<file path="src/rtl/instr_stream_encoder_pkg.sv">
// Shared definitions for the instruction stream encoder.
//  - Opcode values, identical to the control decoder's table.
//  - Instruction format classes used to pick the field packing.
//  - Loader FSM state constants.
//  - Helper that checks whether a signed immediate fits a field's legal range.
package instr_stream_encoder_pkg;

  localparam logic [3:0] OP_ADD    = 4'h0;
  localparam logic [3:0] OP_SUB    = 4'h1;
  localparam logic [3:0] OP_RED    = 4'h2;
  localparam logic [3:0] OP_XOR    = 4'h3;
  localparam logic [3:0] OP_SLL    = 4'h4;
  localparam logic [3:0] OP_SRA    = 4'h5;
  localparam logic [3:0] OP_ROR    = 4'h6;
  localparam logic [3:0] OP_PADDSB = 4'h7;
  localparam logic [3:0] OP_LW     = 4'h8;
  localparam logic [3:0] OP_SW     = 4'h9;
  localparam logic [3:0] OP_LHB    = 4'hA;
  localparam logic [3:0] OP_LLB    = 4'hB;
  localparam logic [3:0] OP_B      = 4'hC;
  localparam logic [3:0] OP_BR     = 4'hD;
  localparam logic [3:0] OP_PCS    = 4'hE;
  localparam logic [3:0] OP_HLT    = 4'hF;

  // Loader FSM states (plain constants so older tools can dump them as-is)
  localparam logic [1:0] ST_IDLE  = 2'd0;
  localparam logic [1:0] ST_LOAD  = 2'd1;
  localparam logic [1:0] ST_DRAIN = 2'd2;
  localparam logic [1:0] ST_DONE  = 2'd3;

  typedef enum logic [2:0] {
    FMT_RRR,     // {op, rd, rs, rt}
    FMT_SHIFT,   // {op, rd, rs, imm[3:0]}, unsigned shift amount
    FMT_MEM,     // {op, rd, rs, imm[3:0]}, signed word offset
    FMT_BYTE,    // {op, rd, imm[7:0]}
    FMT_BRANCH,  // {op, cond, imm[8:0]}
    FMT_BREG,    // {op, cond, 0, rs, 0000}
    FMT_PCS,     // {op, rd, 00000000}
    FMT_HALT     // {op, 000000000000}
  } instr_fmt_t;

  function automatic instr_fmt_t op_format(input logic [3:0] op);
    instr_fmt_t fmt;
    case (op)
      OP_ADD, OP_SUB, OP_RED, OP_XOR, OP_PADDSB: fmt = FMT_RRR;
      OP_SLL, OP_SRA, OP_ROR:                    fmt = FMT_SHIFT;
      OP_LW, OP_SW:                              fmt = FMT_MEM;
      OP_LHB, OP_LLB:                            fmt = FMT_BYTE;
      OP_B:                                      fmt = FMT_BRANCH;
      OP_BR:                                     fmt = FMT_BREG;
      OP_PCS:                                    fmt = FMT_PCS;
      default:                                   fmt = FMT_HALT;
    endcase
    return fmt;
  endfunction

  // The immediate arrives as a 16-bit two's complement value; LLB/LHB accept
  // both signed and unsigned byte views, hence asymmetric bounds.
  function automatic logic imm_fits(input logic signed [15:0] value, input int lo, input int hi);
    return (int'(value) >= lo) && (int'(value) <= hi);
  endfunction

endpackage

</file>
<file path="src/rtl/instr_stream_encoder_field_pack.sv">
// Combinational field packer: turns one {opcode, rd, rs, rt, cond, imm} tuple
// into a 16-bit instruction word and reports whether the immediate fits the
// field it is packed into. Fields an opcode does not use are ignored.
// Ports:
//  opcode, rd, rs, rt  in  4   instruction fields
//  cond                in  3   branch condition (B/BR)
//  imm                 in  16  signed immediate before truncation
//  word                out 16  packed instruction
//  range_ok            out 1   immediate is legal for this opcode
module instr_stream_encoder_field_pack
  import instr_stream_encoder_pkg::*;
(
  input  logic [3:0]  opcode,
  input  logic [3:0]  rd,
  input  logic [3:0]  rs,
  input  logic [3:0]  rt,
  input  logic [2:0]  cond,
  input  logic [15:0] imm,
  output logic [15:0] word,
  output logic        range_ok
);

  // Select packing by format class; HLT is the fall-through encoding.
  always_comb begin
    word     = {opcode, 12'h000};
    range_ok = 1'b1;
    case (op_format(opcode))
      FMT_RRR: word = {opcode, rd, rs, rt};
      FMT_SHIFT: begin
        word     = {opcode, rd, rs, imm[3:0]};
        range_ok = imm_fits($signed(imm), 0, 15);
      end
      FMT_MEM: begin
        // Decoder sign-extends bit 3, so only -8..7 survives the round trip
        word     = {opcode, rd, rs, imm[3:0]};
        range_ok = imm_fits($signed(imm), -8, 7);
      end
      FMT_BYTE: begin
        word     = {opcode, rd, imm[7:0]};
        range_ok = imm_fits($signed(imm), -128, 255);
      end
      FMT_BRANCH: begin
        word     = {opcode, cond, imm[8:0]};
        range_ok = imm_fits($signed(imm), -256, 255);
      end
      FMT_BREG: word = {opcode, cond, 1'b0, rs, 4'h0};
      FMT_PCS:  word = {opcode, rd, 8'h00};
      default:  word = {opcode, 12'h000};
    endcase
  end

endmodule

</file>
<file path="src/rtl/instr_stream_encoder.sv">
// Instruction stream encoder: packs field tuples into 16-bit instruction words
// and streams them into instruction memory ahead of the core leaving reset.
// Stops on HLT (after its write is acknowledged) or on capacity overflow.
// Ports:
//  clk, rst                    clock, asynchronous active-high reset
//  start                       begin a new load (only from IDLE/DONE)
//  in_valid / in_ready         tuple handshake
//  opcode, rd, rs, rt, cond, imm  tuple fields
//  mem_we, mem_addr, mem_wdata write request, held until mem_ack
//  mem_ack                     memory accepted the write this cycle
//  done                        HLT written or overflow; level until start/rst
//  err, err_addr               sticky error flag and address of first bad tuple
//  word_count                  words acknowledged since start
module instr_stream_encoder
  import instr_stream_encoder_pkg::*;
#(
  parameter int                ADDR_W    = 16,
  parameter logic [ADDR_W-1:0] BASE_ADDR = '0,
  parameter int                MAX_WORDS = 1024
) (
  input  logic              clk,
  input  logic              rst,
  input  logic              start,
  input  logic              in_valid,
  output logic              in_ready,
  input  logic [3:0]        opcode,
  input  logic [3:0]        rd,
  input  logic [3:0]        rs,
  input  logic [3:0]        rt,
  input  logic [2:0]        cond,
  input  logic [15:0]       imm,
  output logic              mem_we,
  output logic [ADDR_W-1:0] mem_addr,
  output logic [15:0]       mem_wdata,
  input  logic              mem_ack,
  output logic              done,
  output logic              err,
  output logic [ADDR_W-1:0] err_addr,
  output logic [10:0]       word_count
);

  logic [1:0]        state;
  logic [15:0]       packed_word;
  logic              range_ok;
  logic              accept;
  logic              write_done;
  logic              overflow;
  logic [10:0]       eff_count;
  logic [ADDR_W-1:0] slot_addr;

  instr_stream_encoder_field_pack u_pack (
    .opcode   (opcode),
    .rd       (rd),
    .rs       (rs),
    .rt       (rt),
    .cond     (cond),
    .imm      (imm),
    .word     (packed_word),
    .range_ok (range_ok)
  );

  // A new tuple may be taken in the same cycle the previous write is acked.
  // In that case the acked word already counts toward the slot the new tuple
  // would occupy, so the slot index is word_count plus the outstanding write.
  assign in_ready   = (state == ST_LOAD) && (!mem_we || mem_ack);
  assign accept     = in_valid && in_ready;
  assign write_done = mem_we && mem_ack;
  assign eff_count  = word_count + {10'b0, mem_we};
  assign overflow   = (eff_count >= 11'(MAX_WORDS));
  assign slot_addr  = BASE_ADDR + (ADDR_W'(eff_count) << 1);
  assign mem_addr   = BASE_ADDR + (ADDR_W'(word_count) << 1);

  // Loader FSM with the output register, word counter and first-error capture.
  // Reset is asynchronous so an in-flight write request drops immediately.
  always_ff @(posedge clk or posedge rst) begin
    if (rst) begin
      state      <= ST_IDLE;
      mem_we     <= 1'b0;
      mem_wdata  <= '0;
      done       <= 1'b0;
      err        <= 1'b0;
      err_addr   <= '0;
      word_count <= '0;
    end else begin
      case (state)
        ST_IDLE, ST_DONE: begin
          if (start) begin
            state      <= ST_LOAD;
            word_count <= '0;
            err        <= 1'b0;
            done       <= 1'b0;
            err_addr   <= '0;
          end
        end
        ST_LOAD: begin
          if (write_done) begin
            mem_we     <= 1'b0;
            word_count <= word_count + 11'd1;
          end
          if (accept) begin
            if (overflow) begin
              err   <= 1'b1;
              if (!err) err_addr <= slot_addr;
              done  <= 1'b1;
              state <= ST_DONE;
            end else if (!range_ok) begin
              err <= 1'b1;
              if (!err) err_addr <= slot_addr;
            end else begin
              mem_we    <= 1'b1;
              mem_wdata <= packed_word;
              if (opcode == OP_HLT) state <= ST_DRAIN;
            end
          end
        end
        ST_DRAIN: begin
          if (write_done) begin
            mem_we     <= 1'b0;
            word_count <= word_count + 11'd1;
            done       <= 1'b1;
            state      <= ST_DONE;
          end
        end
        default: begin
          state  <= ST_IDLE;
          mem_we <= 1'b0;
        end
      endcase
    end
  end

endmodule

</file>
<file path="config.mk">
export PLATFORM = sky130hd
export DESIGN_NAME = instr_stream_encoder
export DESIGN_NICKNAME = d
export VERILOG_FILES = /design/src/rtl/instr_stream_encoder_pkg.sv /design/src/rtl/instr_stream_encoder_field_pack.sv /design/src/rtl/instr_stream_encoder.sv
export SDC_FILE = /design/constraint.sdc
export NUM_CORES = 1
export LEC_CHECK = 0
export CORE_ASPECT_RATIO = 0.8
export CORE_MARGIN = 2
export CORE_UTILIZATION = 25
export CTS_BUF_LIST = sky130_fd_sc_hd__clkbuf_2
export DETAILED_ROUTE_END_ITERATION = 10
export PLACE_DENSITY = 0.58
export SLEW_MARGIN = 20
export SYNTH_ARGS = -nofsm -noshare
export SYNTH_HDL_FRONTEND = slang
export SYNTH_HIERARCHICAL = 1
export SYNTH_SLANG_ARGS = --single-unit
</file>
<file path="constraint.sdc">
create_clock -name clk -period 3 [get_ports clk]
set_input_delay 0.45 -clock clk [delete_from_list [all_inputs] [get_ports clk]]
set_output_delay 0.45 -clock clk [all_outputs]
set_load 0.01 [all_outputs]
</file>
==> results_dict.tcl, run 1 <==
set metrics [dict create \
    status "complete, no violations" \
    post-place-ws_ns -0.151 \
    fin_crit_ns 2.76 \
    yosys_register_bits 43 \
    worstSetupPathDepth 9 \
    ios 103 \
    drc 0 \
    slew_viol_final 0 \
    start_kind "primary input" \
    clk_pin_slew_ns 0.17 \
    grt-ovfl-total 0 \
    synth_flop_cell "dfrtp_1" \
    worst_slew_pin_slew_ns 0.922 \
    antenna_found_initial 0 \
    path_cells "clkdlybuf4s50_1 > or4_4 > nor4b_1 > o32ai_1 > o211ai_1 > and2_1 > and4_1 > buf_12 > mux2_2" \
    wl_per_cell_um 14.6 \
    crit_path_start "imm[5]" \
    synth_cells 282 \
    fin_nets 421 \
    crit_buf_inv 2 \
    cp.arrival_ns 3.04 \
    synth_seq_area_share_pct 37.9 \
    finalPower_mw 0.961 \
    layout-drive-gt1-share_pct 17.6 \
    synth-async-reset-ratio_pct 100 \
    drtIter0Drc 114 \
    gp_congestion 0.866 \
    crit_fanout 16 \
    hold_viol 0 \
    track_usage_pct 12.1 \
    timing.rr.start "word_count[0]" \
    port_buffers 92 \
    ff_latch_area_um2 1080 \
    setup_ws_ns 0.237 \
    max_stage_delay_ns 0.57 \
    pwr-share-clk_pct 23.0 \
    p_sw_share_pct 25.3 \
    yosysTopAreaCell "dfrtp_1" \
    wirelength_mm 7.58 \
    clock_sinks 43 \
    syn_to_final_growth_pct 39.0 \
    synth_common_cells "43 x dfrtp_1, 29 x nor2_1, 28 x buf_4" \
    ir_drop_mv 0.0901 \
    maxSlewHeadroom_pct 38.4 \
    core_area_um2 11000 \
    drv_cap 0 \
    final.period_utilization_pct 92.1 \
    power_frac_comb_pct 16.6 \
    rsz0062_at_grt "false" \
    die_area_um2 12200 \
    setup_viol 0 \
    initial_core_util_pct 25.9 \
    seqPwrFrac_pct 60.4 \
    grt_pass1_vias 2305 \
    vias_per_cell 4.59 \
    critPathSlowestCell "or4_4" \
    avgSynthCellArea_um2 10.1 \
    cts_tree "done" \
    fin_setup_tns_ns 0 \
    cp_top_family "simple AND/OR/NAND/NOR gates" \
    htreeDepth 2 \
    ant_nets 0 \
    min_from "done" \
    fill_cells 1135 \
    synth_edf_count 0 \
    skew_ns 0.0149 \
    grt_pass1_wl_mm 11.9 \
    syn_area_um2 2840 \
    synthTopCellsByArea "dfrtp_1 38%, mux2_2 10%, buf_4 7.4%" \
    power.leakage_nw 1.70 \
    die_x_um 123 \
    worstPathRequired_ns 3.27 \
    vias 2384 \
    p_int_mw 0.718 \
    multi_input_area_um2 1500 \
    cp-end-kind "flip-flop" \
    grt_max_degree 44 \
    cts_resized 0 \
    dp_hpwl_mm 6.08 \
    synth_most_common_cell "dfrtp_1" \
    power.density_nw_per_um2 244 \
    n_antenna_cell 0 \
    clock_path_buffers 2 \
    worstSetupPathType "in -> reg" \
    synth_top_cell_area_share_pct 37.9 \
    rows 34 \
    drt_first_pass_iters 4 \
    cts-hold-fix-buffers 0 \
    rr_worst_depth 7 \
    die_h_um 99.3 \
    cts_buffers 5 \
    fmax_mhz 362 \
    insertion_delay_ns 0.37 \
    post_cts_buffers 0 \
    hold_depth 2 \
    yosysWarnings 6 \
    clock-root-buffer "clkbuf_2" \
    p_switching_mw 0.243 \
    yosysUniqueCellTypes 56 \
    holdCritPathClass "reg -> reg" \
]
## state kept, by name, summed over array words and instances, names as in the netlist
| signal | cells |
|---|---|
| err | 1 |
| word_count | 11 |
| mem_we | 1 |
| err_addr | 11 |
| done | 1 |
| mem_wdata | 16 |
| state | 2 |
## worst register-to-register path: cells and delay by family, from the launching register on
| family | cells | cell delay (ns) |
|---|---|---|
| xor gates and xnor gates | 1 | 0.35 |
| adders and majority gates | 2 | 0.52 |
| buffers and inverters | 1 | 0.17 |
| DFF | 1 | 0.52 |
| muxes | 1 | 0.34 |
| and+or+nand+nor | 2 | 0.44 |
## through the flow
step	cell area, µm²	cells	utilization (%)	hold slack (ns)
after CTS	3950	519	35.9	0.538
after detailed placement	3920	513	35.7	0.498
after floorplan	2870	291	-	0.510
after global placement	3920	513	35.7	0.493
after global routing	3950	519	35.9	0.559
final	3950	519	35.9	0.530
## power groups by stage
stage          clock (mW)  sequential (mW)  combinational, mW
2_1_floorplan           0            0.591             0.0765
3_3_place_gp            0            0.591              0.157
3_5_place_dp            0            0.591              0.160
4_1_cts             0.233            0.580              0.161
5_1_grt             0.257            0.581              0.175
6_report            0.221            0.580              0.160
## cell usage in the layout, fill, tap and decap left out, types with 2 or more instances in the layout
cell and count:
nand2_1 15, a21oi_1 8, mux2i_1 8, o21ai_0 5
o31ai_1 2, mux2_2 26, a22o_1 5, buf_12 2
buf_4 21, a22oi_1 4, xnor2_1 9, nand3_1 6
conb_1 10, ha_1 5, inv_1 9, dfrtp_1 43
nand2b_1 4, nor2_1 29, nor3_1 2, o211ai_1 2
or4_1 3, o221ai_1 3, clkbuf_2 6, xor2_1 7
a221o_1 5, nand4_1 6, and3_1 7, clkdlybuf4s50_1 92
and2_1 3, a2111oi_4 2, nor2b_1 2
## kinds of logic after synthesis
family          count (synthesis)  share of synthesized area, %
compound gates                 45                          13.9
xor+xnor                       17                          5.51
fa+ha+maj                       5                          2.20
buf+inv                        48                          10.5
flops                          43                          37.9
mux                            34                          13.1
other cells                     1                         0.132
simple gates                   89                          16.7
## final timing paths
path / endpoint / slack [ns]
min in group asynchronous: mem_wdata[13] / 0.57
hold reg to reg: done / 0.53
max in group asynchronous: done / 1.86
setup / recovery: mem_wdata[6] / 0.24
hold / removal: done / 0.53
setup reg to reg: mem_wdata[6] / 0.57
## layout make-up
| cell class | count | share of cell area, % |
|---|---|---|
| Clock buffer | 6 | 0.761 |
| Inverter | 11 | 1.05 |
| Multi-Input combinational cell | 200 | 38.0 |
| Sequential cell | 43 | 27.3 |
| Tap cell | 144 | 4.57 |
| Timing Repair Buffer | 115 | 28.4 |
## layer usage
| layer | up-vias | GRT usage [%] | part of all wire [%] |
|---|---|---|---|
| li1 | 1167 | - | - |
| met1 | 1151 | 17.2 | 47 |
| met2 | 61 | 18.6 | 45 |
| met3 | 5 | 3.50 | 7.0 |
| met4 | 0 | 2.10 | 0.49 |
| met5 | - | 0 | 0 |
Power figures use the tool's default switching activity.
==> inputs of run 2 (changes only) <==
--- a/config.mk
+++ b/config.mk
@@ -7,10 +7,11 @@
 export LEC_CHECK = 0
 export CORE_ASPECT_RATIO = 0.8
 export CORE_MARGIN = 2
-export CORE_UTILIZATION = 25
+export CORE_UTILIZATION = 45
 export CTS_BUF_LIST = sky130_fd_sc_hd__clkbuf_2
 export DETAILED_ROUTE_END_ITERATION = 10
-export PLACE_DENSITY = 0.58
+export PLACE_DENSITY = 0.89
+export RECOVER_POWER = 25
 export SLEW_MARGIN = 20
 export SYNTH_ARGS = -nofsm -noshare
 export SYNTH_HDL_FRONTEND = slang
==> run 2 against run 1 <==
- clock-buffer cell count did not move
- worst setup slack improved by 0.037 ns
- sequential power barely moved
- power rose by 0.44%
- the run now ends with capacitance limit, slew limit left
- first-iteration DRC count rose by 15%
- sequential cell count did not move
- cell count fell by 12%
==> results_dict.tcl, run 2 (synthesis gave the netlist of run 1 again) <==
set metrics [dict create \
    status "finished with violations" \
    violations "capacitance limit, slew limit" \
    power_frac_comb_pct 16.3 \
    fin_crit_ns 2.73 \
    ant_nets 0 \
    cp_top_family "simple AND/OR/NAND/NOR gates" \
    die_h_um 75.0 \
    cts_resized 0 \
    timing.rr.start "word_count[0]" \
    die_area_um2 6960 \
    clock_path_buffers 2 \
    hold_viol 0 \
    max_stage_delay_ns 0.57 \
    layout_common_cells "92 x clkdlybuf4s50_1, 43 x dfrtp_1, 29 x nor2_1" \
    layout-drive-gt1-share_pct 16.5 \
    start_kind "primary input" \
    ir_drop_mv 0.127 \
    grt_max_degree 44 \
    worst-r2r-setup-slack_ns 0.56 \
    largest_register_ffs 16 \
    placed_area_um2 3810 \
    post_cts_buffers 0 \
    wl_per_cell_um 15.6 \
    layout_commonest_cell "clkdlybuf4s50_1" \
    wirelength_mm 7.12 \
    p_int_mw 0.719 \
    slew_viol_final 44 \
    vias 2466 \
    rr_worst_depth 7 \
    pwr-share-clk_pct 23.6 \
    drt_first_pass_iters 4 \
    n_antenna_cell 0 \
    skew_ns 0.00777 \
    setup_viol 0 \
    crit_buf_inv 2 \
    worst_slew_pin_slew_ns 2.23 \
    cp-end-kind "flip-flop" \
    insertion_delay_ns 0.40 \
    grt-ovfl-total 0 \
    dp_cells 448 \
    clock-root-buffer "clkbuf_2" \
    final.period_utilization_pct 90.9 \
    htreeDepth 2 \
    worstPathRequired_ns 3.30 \
    stdcell_area_um2 3840 \
    crit_fanout 8 \
    critPathSlowestCell "or4_4" \
    clock_sinks 43 \
    core_area_um2 6010 \
    rsz0062_at_grt "false" \
    layoutNonFillerInstCount 456 \
    fin_nets 419 \
    port_buffers 92 \
    worstReg2RegEnd "mem_wdata[8]" \
    dp_hpwl_mm 5.61 \
    worstSetupPathType "in -> reg" \
    maxSlewHeadroom_pct -48.6 \
    initial_core_util_pct 47.3 \
    min_from "err_addr[2]" \
    seqPwrFrac_pct 60.1 \
    cts-hold-fix-buffers 0 \
    regMostFlops "mem_wdata" \
    p_switching_mw 0.246 \
    drtIter0Drc 131 \
    drc 0 \
    die_x_um 92.8 \
    hold_depth 2 \
    cp.arrival_ns 3.03 \
    drv_cap 1 \
    clk_pin_slew_ns 0.18 \
    cts_buffers 5 \
    post-route-util_pct 64.0 \
    rows 25 \
    vias_per_cell 5.41 \
    p_sw_share_pct 25.5 \
    cts_tree "done" \
    ios 103 \
    holdCritPathClass "reg -> reg" \
    fmax_mhz 367 \
    antenna_found_initial 0 \
    grt_pass1_vias 2471 \
    grt_pass1_wl_mm 11.5 \
    gp_congestion 0.886 \
    hold_ws_ns 0.529 \
    track_usage_pct 20.8 \
    path_cells "clkdlybuf4s50_1 > or4_4 > nor4b_1 > o32ai_1 > o211ai_1 > and2_1 > and4_1 > buf_4 > mux2_2" \
    power.leakage_nw 1.69 \
    reg_top3 "mem_wdata (16), err_addr (11), word_count (11)" \
    hold_end "err_addr[2]" \
    syn_to_final_growth_pct 35.3 \
    power.density_nw_per_um2 251 \
]
run 2: cell count changes in the layout (fill, tap and decap cells not counted), sizes merged:
cell and change:
clkinv +3, clkbuf +1, inv -1, buf -3
run 2: cell type report:
cell class / count / area, µm²
sequential: 43 / 1080
multi-input combinational: 200 / 1500
clock inverter: 2 / 7.51
timing repair buffer: 113 / 1090
inverter: 11 / 41.3
fill: 488 / 2160
clock buffer: 6 / 30.0
tap: 81 / 101
run 2: worst register-to-register path: stages (launching register included):
cell     delay [ns]
dfrtp_1        0.53
ha_1           0.25
ha_1           0.28
nand3_2        0.11
xor2_2         0.34
and4_1         0.31
buf_4          0.19
mux2_2         0.35
run 2: routing by layer:
metal / wire length (µm) / GRT usage [%]
met1: 3020 / 27.5
met5: 0 / 0
met3: 425 / 3.80
met4: 155 / 8.33
met2: 3520 / 34.6
run 2: power groups by stage:
stage | registers (mW) | logic (mW) | clock network, mW
after floorplan | 0.591 | 0.0765 | 0
after global placement | 0.591 | 0.151 | 0
after detailed placement | 0.591 | 0.156 | 0
after CTS | 0.580 | 0.156 | 0.237
after global routing | 0.581 | 0.170 | 0.260
final | 0.580 | 0.157 | 0.228
run 2: worst max path at each step:
stage	end	depth (start not counted)	slack (ns)	from
final	mem_wdata[8]	9	0.27	imm[5]
after global routing	err_addr[3]	3	0.12	rst
after CTS	mem_wdata[8]	9	0.32	imm[5]
after detailed placement	mem_wdata[8]	9	-0.13	imm[5]
after global placement	mem_wdata[14]	9	-0.03	imm[5]
after floorplan	mem_wdata[0]	10	0.32	opcode[0]
run 2: stage by stage:
stage / setup slack, ns / setup TNS (ns) / power (mW)
after global placement: -0.0272 / -0.418 / 0.741
after detailed placement: -0.135 / -1.98 / 0.746
after CTS: 0.316 / 0 / 0.974
final: 0.273 / 0 / 0.965
after floorplan: 0.324 / 0 / 0.667
after global routing: 0.116 / 0 / 1.01
==> RTL change 1, RTL diff (settings of run 2) <==
Set the parameter `ADDR_W` to 17 (it was 16).
--- a/src/rtl/instr_stream_encoder.sv
+++ b/src/rtl/instr_stream_encoder.sv
@@ -16,3 +16,3 @@
 #(
-  parameter int                ADDR_W    = 16,
+  parameter int                ADDR_W    = 17,
   parameter logic [ADDR_W-1:0] BASE_ADDR = '0,
Ports: changed (resized err_addr and mem_addr); port bits go from 103 to 105. The function was not compared with the original's and may differ.
==> RTL change 1 against run 2 <==
Sequential cell count did not move; count of clock-buffer cells in the layout did not move; setup slack got worse by 0.034 ns; design area rose by 0.75%; synthesized area rose by 0.53%; non-clock buffer count rose by 1; hold slack improved by 0.0084 ns; largest power group unchanged; largest cell class unchanged; register-to-register slack got worse by 0.04 ns; synthesized cell count rose by 0.71%; power rose by 0.94%; wire length fell by 0.98%; clock power rose by 3%; core utilization rose by 0.48 points.
==> RTL change 1: results <==
[yosys]
yosysSeqAreaShare = 0.3770
synth_area_leaders = "dfrtp_1 38%, mux2_2 10%, buf_4 7.9%"
synthTopCellsByCount = "43 x dfrtp_1, 30 x buf_4, 29 x nor2_1"
synth_warnings = 6
avgSynthCellArea_um2 = 10.05

[power_and_ir_drop]
p_clk_w = 0.000235
p_sw_w = 0.0002534
ir_drop_mv = 0.1108
leakage_nw = 1.704

[global_route]
grt_pass1_vias = 2346
antenna_found_initial = 0
grt_usage = 0.2070
grt_max_degree = 44
grt_pass1_wl_mm = 11.46

[place]
hpwl_mm = 5.484
gp_congestion = 0.9289
place_ws_ns = -0.1654
port_buffers = 92
place_inst = 451

[cells_and_area]
drive_gt1_frac = 0.1693
diodes = 0
nets = 422

[timing]
worst_pin_slew_ns = 1.051
skew_ns = 0.02046

[worst_setup_path]
max_stage_delay_ns = 0.58
cp.arrival_ns = 3.07
crit_slowest_cell = "or4_4"
crit_fanout = 16

[run_status]
status = "finished, final reports clean"

[clock_tree]
cts_resized = 0
cts-buffers-inserted = 5
clk_latency_ns = 0.41

[routing]
wl_mm = 7.050
routedWlPerCell_um = 15.36
first_iter_violations = 133
viasPerCell = 5.375
RTL change 1: changes by cell type after synthesis, sizes merged:
cell and change:
buf +2
RTL change 1: final timing paths:
check | start | to | slack, ns | cells past startpoint
hold reg to reg | err_addr[3] | err_addr[3] | 0.54 | 1
hold / removal | err_addr[3] | err_addr[3] | 0.54 | 1
setup reg to reg | word_count[0] | mem_wdata[8] | 0.52 | 7
max in group asynchronous | rst | word_count[8] | 1.57 | 3
setup / recovery | imm[5] | mem_wdata[8] | 0.24 | 9
min in group asynchronous | rst | mem_wdata[13] | 0.78 | 3
RTL change 1: cells by family after synthesis:
family	synth area share
and+or+nand+nor	0.1662
buffers and inverters	0.1096
AOI/OAI and AO/OA	0.1385
DFF	0.3770
muxes	0.1306
xor gates and xnor gates	0.05480
adders and majority gates	0.02192
other	0.001314
RTL change 1: layout make-up:
type                       instances  area, um2
fill                             487       2135
multi-input combinational        202       1506
timing repair buffer             114       1109
sequential                        43       1076
tap                               81      101.3
inverter                          11      41.29
clock buffer                       6      30.03
clock inverter                     2      7.507
RTL change 1: per-layer routing:
metal  up-vias  part of all wire  track usage
li1       1168                 -            -
met1      1198              0.44       0.2856
met2        86              0.48       0.3406
met3        15             0.054      0.03403
met4         0             0.019      0.06536
met5         -                 0            0
RTL change 1: metrics by stage:
| step | TNS (ns) | area, um2 | total power [W] |
|---|---|---|---|
| finish | 0 | 3871 | 0.0009745 |
| global route | 0 | 3871 | 0.001014 |
| CTS | 0 | 3874 | 0.0009781 |
| detailed placement | -2.711 | 3836 | 0.0007489 |
| global placement | -0.3438 | 3836 | 0.0007442 |
| floorplan | 0 | 2895 | 0.0006701 |
==> RTL change 2, RTL diff (settings of run 2) <==
Without the edit above. Put one more register stage on the output `err_addr`, cleared by the reset. The value now appears one clock later. The other outputs are not delayed to match.
--- a/src/rtl/instr_stream_encoder.sv
+++ b/src/rtl/instr_stream_encoder.sv
@@ -41,2 +41,4 @@
 
+  logic [ADDR_W-1:0] err_addr_s0;
+
   logic [1:0]        state;
@@ -81,3 +83,3 @@
       err        <= 1'b0;
-      err_addr   <= '0;
+      err_addr_s0 <= '0;
       word_count <= '0;
@@ -91,3 +93,3 @@
             done       <= 1'b0;
-            err_addr   <= '0;
+            err_addr_s0 <= '0;
           end
@@ -102,3 +104,3 @@
               err   <= 1'b1;
-              if (!err) err_addr <= slot_addr;
+              if (!err) err_addr_s0 <= slot_addr;
               done  <= 1'b1;
@@ -107,3 +109,3 @@
               err <= 1'b1;
-              if (!err) err_addr <= slot_addr;
+              if (!err) err_addr_s0 <= slot_addr;
             end else begin
@@ -131,2 +133,10 @@
 
+  always_ff @(posedge clk or posedge rst) begin
+    if (rst) begin
+      err_addr <= '0;
+    end else begin
+      err_addr <= err_addr_s0;
+    end
+  end
+
 endmodule
Function: changed (Yosys sat finds a counterexample within 4 cycles, from zero or initial values and one cycle with rst high).
==> RTL change 2 against run 2 <==
Setup slack better by 0.030 ns; design area is 5.5% higher; wire length is 1.1% higher; synthesized area is 11% higher; sequential cell count is 11 higher; clock skew is 0.034 ns higher.
Power is not compared: it rests on default switching activity, and its combinational part moved more than twofold at a synthesized area within 25%.
==> RTL change 2: results <==
[run_status]
status = "finished, final reports clean"

[cells_and_area]
drive_gt1_frac = 0.1339
fillers = 566
nets = 425
final_cells = 468

[routing]
viasPerCell = 5.346
first_iter_violations = 181
wl_mm = 7.195

[place]
place_inst = 460
gp_congestion = 0.8195
hpwl_mm = 5.485
port_buffers = 92

[yosys]
netlist_instances = 301
synth_area_leaders = "dfrtp_1 43%, buf_4 6.9%, mux2_4 4.3%"
yosysSeqAreaShare = 0.4276
ys_types = 54
synthTopCellsByCount = "54 x dfrtp_1, 29 x buf_4, 25 x nor2_1"

[global_route]
grt_pass1_wl_mm = 12.05
grt_max_degree = 26
grt_pass1_vias = 2446
grt_usage = 0.1901

[timing]
skew_ns = 0.04146
hold_ws_ns = 0.4208
relSlewSlack = 0.3787

[min_path]
worstHoldEndpoint = "err_addr[6]"
hp-start = "err_addr_s0[6]"
whs_path_depth = 0

[clock_tree]
clk_latency_ns = 0.48
clk_pin_slew_ns = 0.30

[worst_setup_path]
cp.arrival_ns = 3.07
r2r-end = "mem_wdata[4]"
crit_fanout = 17
crit_slowest_cell = "dfrtp_1"
reg2reg_slack_ns = 0.30

[power_and_ir_drop]
leakage_nw = 1.754
RTL change 2: cell types whose count changed after synthesis, sizes merged, moves of 3 or more:
cell,before,now
mux2i,8,11
dfrtp,43,54
or4,4,0
nor4,0,5
nor2,29,26
inv,10,15
nand2,15,19
mux2,26,21
buf,33,36
RTL change 2: cell type report:
type | instances | area [um2] | share of cell area
multi-input cells | 202 | 1495 | 0.3689
clock inverters | 3 | 23.77 | 0.005866
clock buffers | 5 | 25.02 | 0.006175
well taps | 87 | 108.9 | 0.02686
flip-flops and latches | 54 | 1351 | 0.3334
inverters | 15 | 56.30 | 0.01389
repair buffers | 102 | 992.2 | 0.2448
RTL change 2: how the worst max path moves through the flow:
| stage | startpoint | to | slack, ns | depth (start not counted) |
|---|---|---|---|---|
| floorplan | word_count[0] | mem_wdata[10] | 0.61 | 9 |
| global placement | opcode[1] | mem_wdata[14] | 0.21 | 8 |
| detailed placement | opcode[2] | mem_wdata[2] | 0.13 | 8 |
| CTS | word_count[0] | mem_wdata[4] | 0.32 | 7 |
| global route | word_count[0] | mem_wdata[4] | 0.17 | 7 |
| finish | word_count[0] | mem_wdata[4] | 0.30 | 7 |
RTL change 2: cell families (layout without fill, tap and decap cells):
family	count (synthesis)	after routing	share of synthesized area
and+or+nand+nor	93	93	0.1595
DFF	54	54	0.4276
muxes	32	32	0.1204
xor gates and xnor gates	18	18	0.05226
buffers and inverters	54	125	0.1101
adders and majority gates	5	5	0.01979
other	1	10	0.001187
AOI/OAI and AO/OA	44	44	0.1093
RTL change 2: metrics by stage:
stage	total power [W]	worst slack, ns	area, um2
finish	0.002622	0.3030	4053
global route	0.002792	0.1653	4053
CTS	0.002635	0.3177	4056
detailed placement	0.002333	0.1283	4008
global placement	0.002282	0.2099	4008
floorplan	0.001817	0.6091	3194
RTL change 2: where the power goes:
part / internal (W) / switching [W]
clock: 0.0000595 / 0.000244
sequential: 0.000897 / 0.000131
combinational: 0.000707 / 0.000583
RTL change 2: metal layers:
layer  vias up  routed length (um)  share of wire  GRT usage
li1       1190                   -              -          -
met1      1210                3258           0.45     0.2564
met2        85                3420           0.48     0.3131
met3        17                 369          0.051    0.03257
met4         0                 146          0.020    0.06667
met5         -                   0              0          0
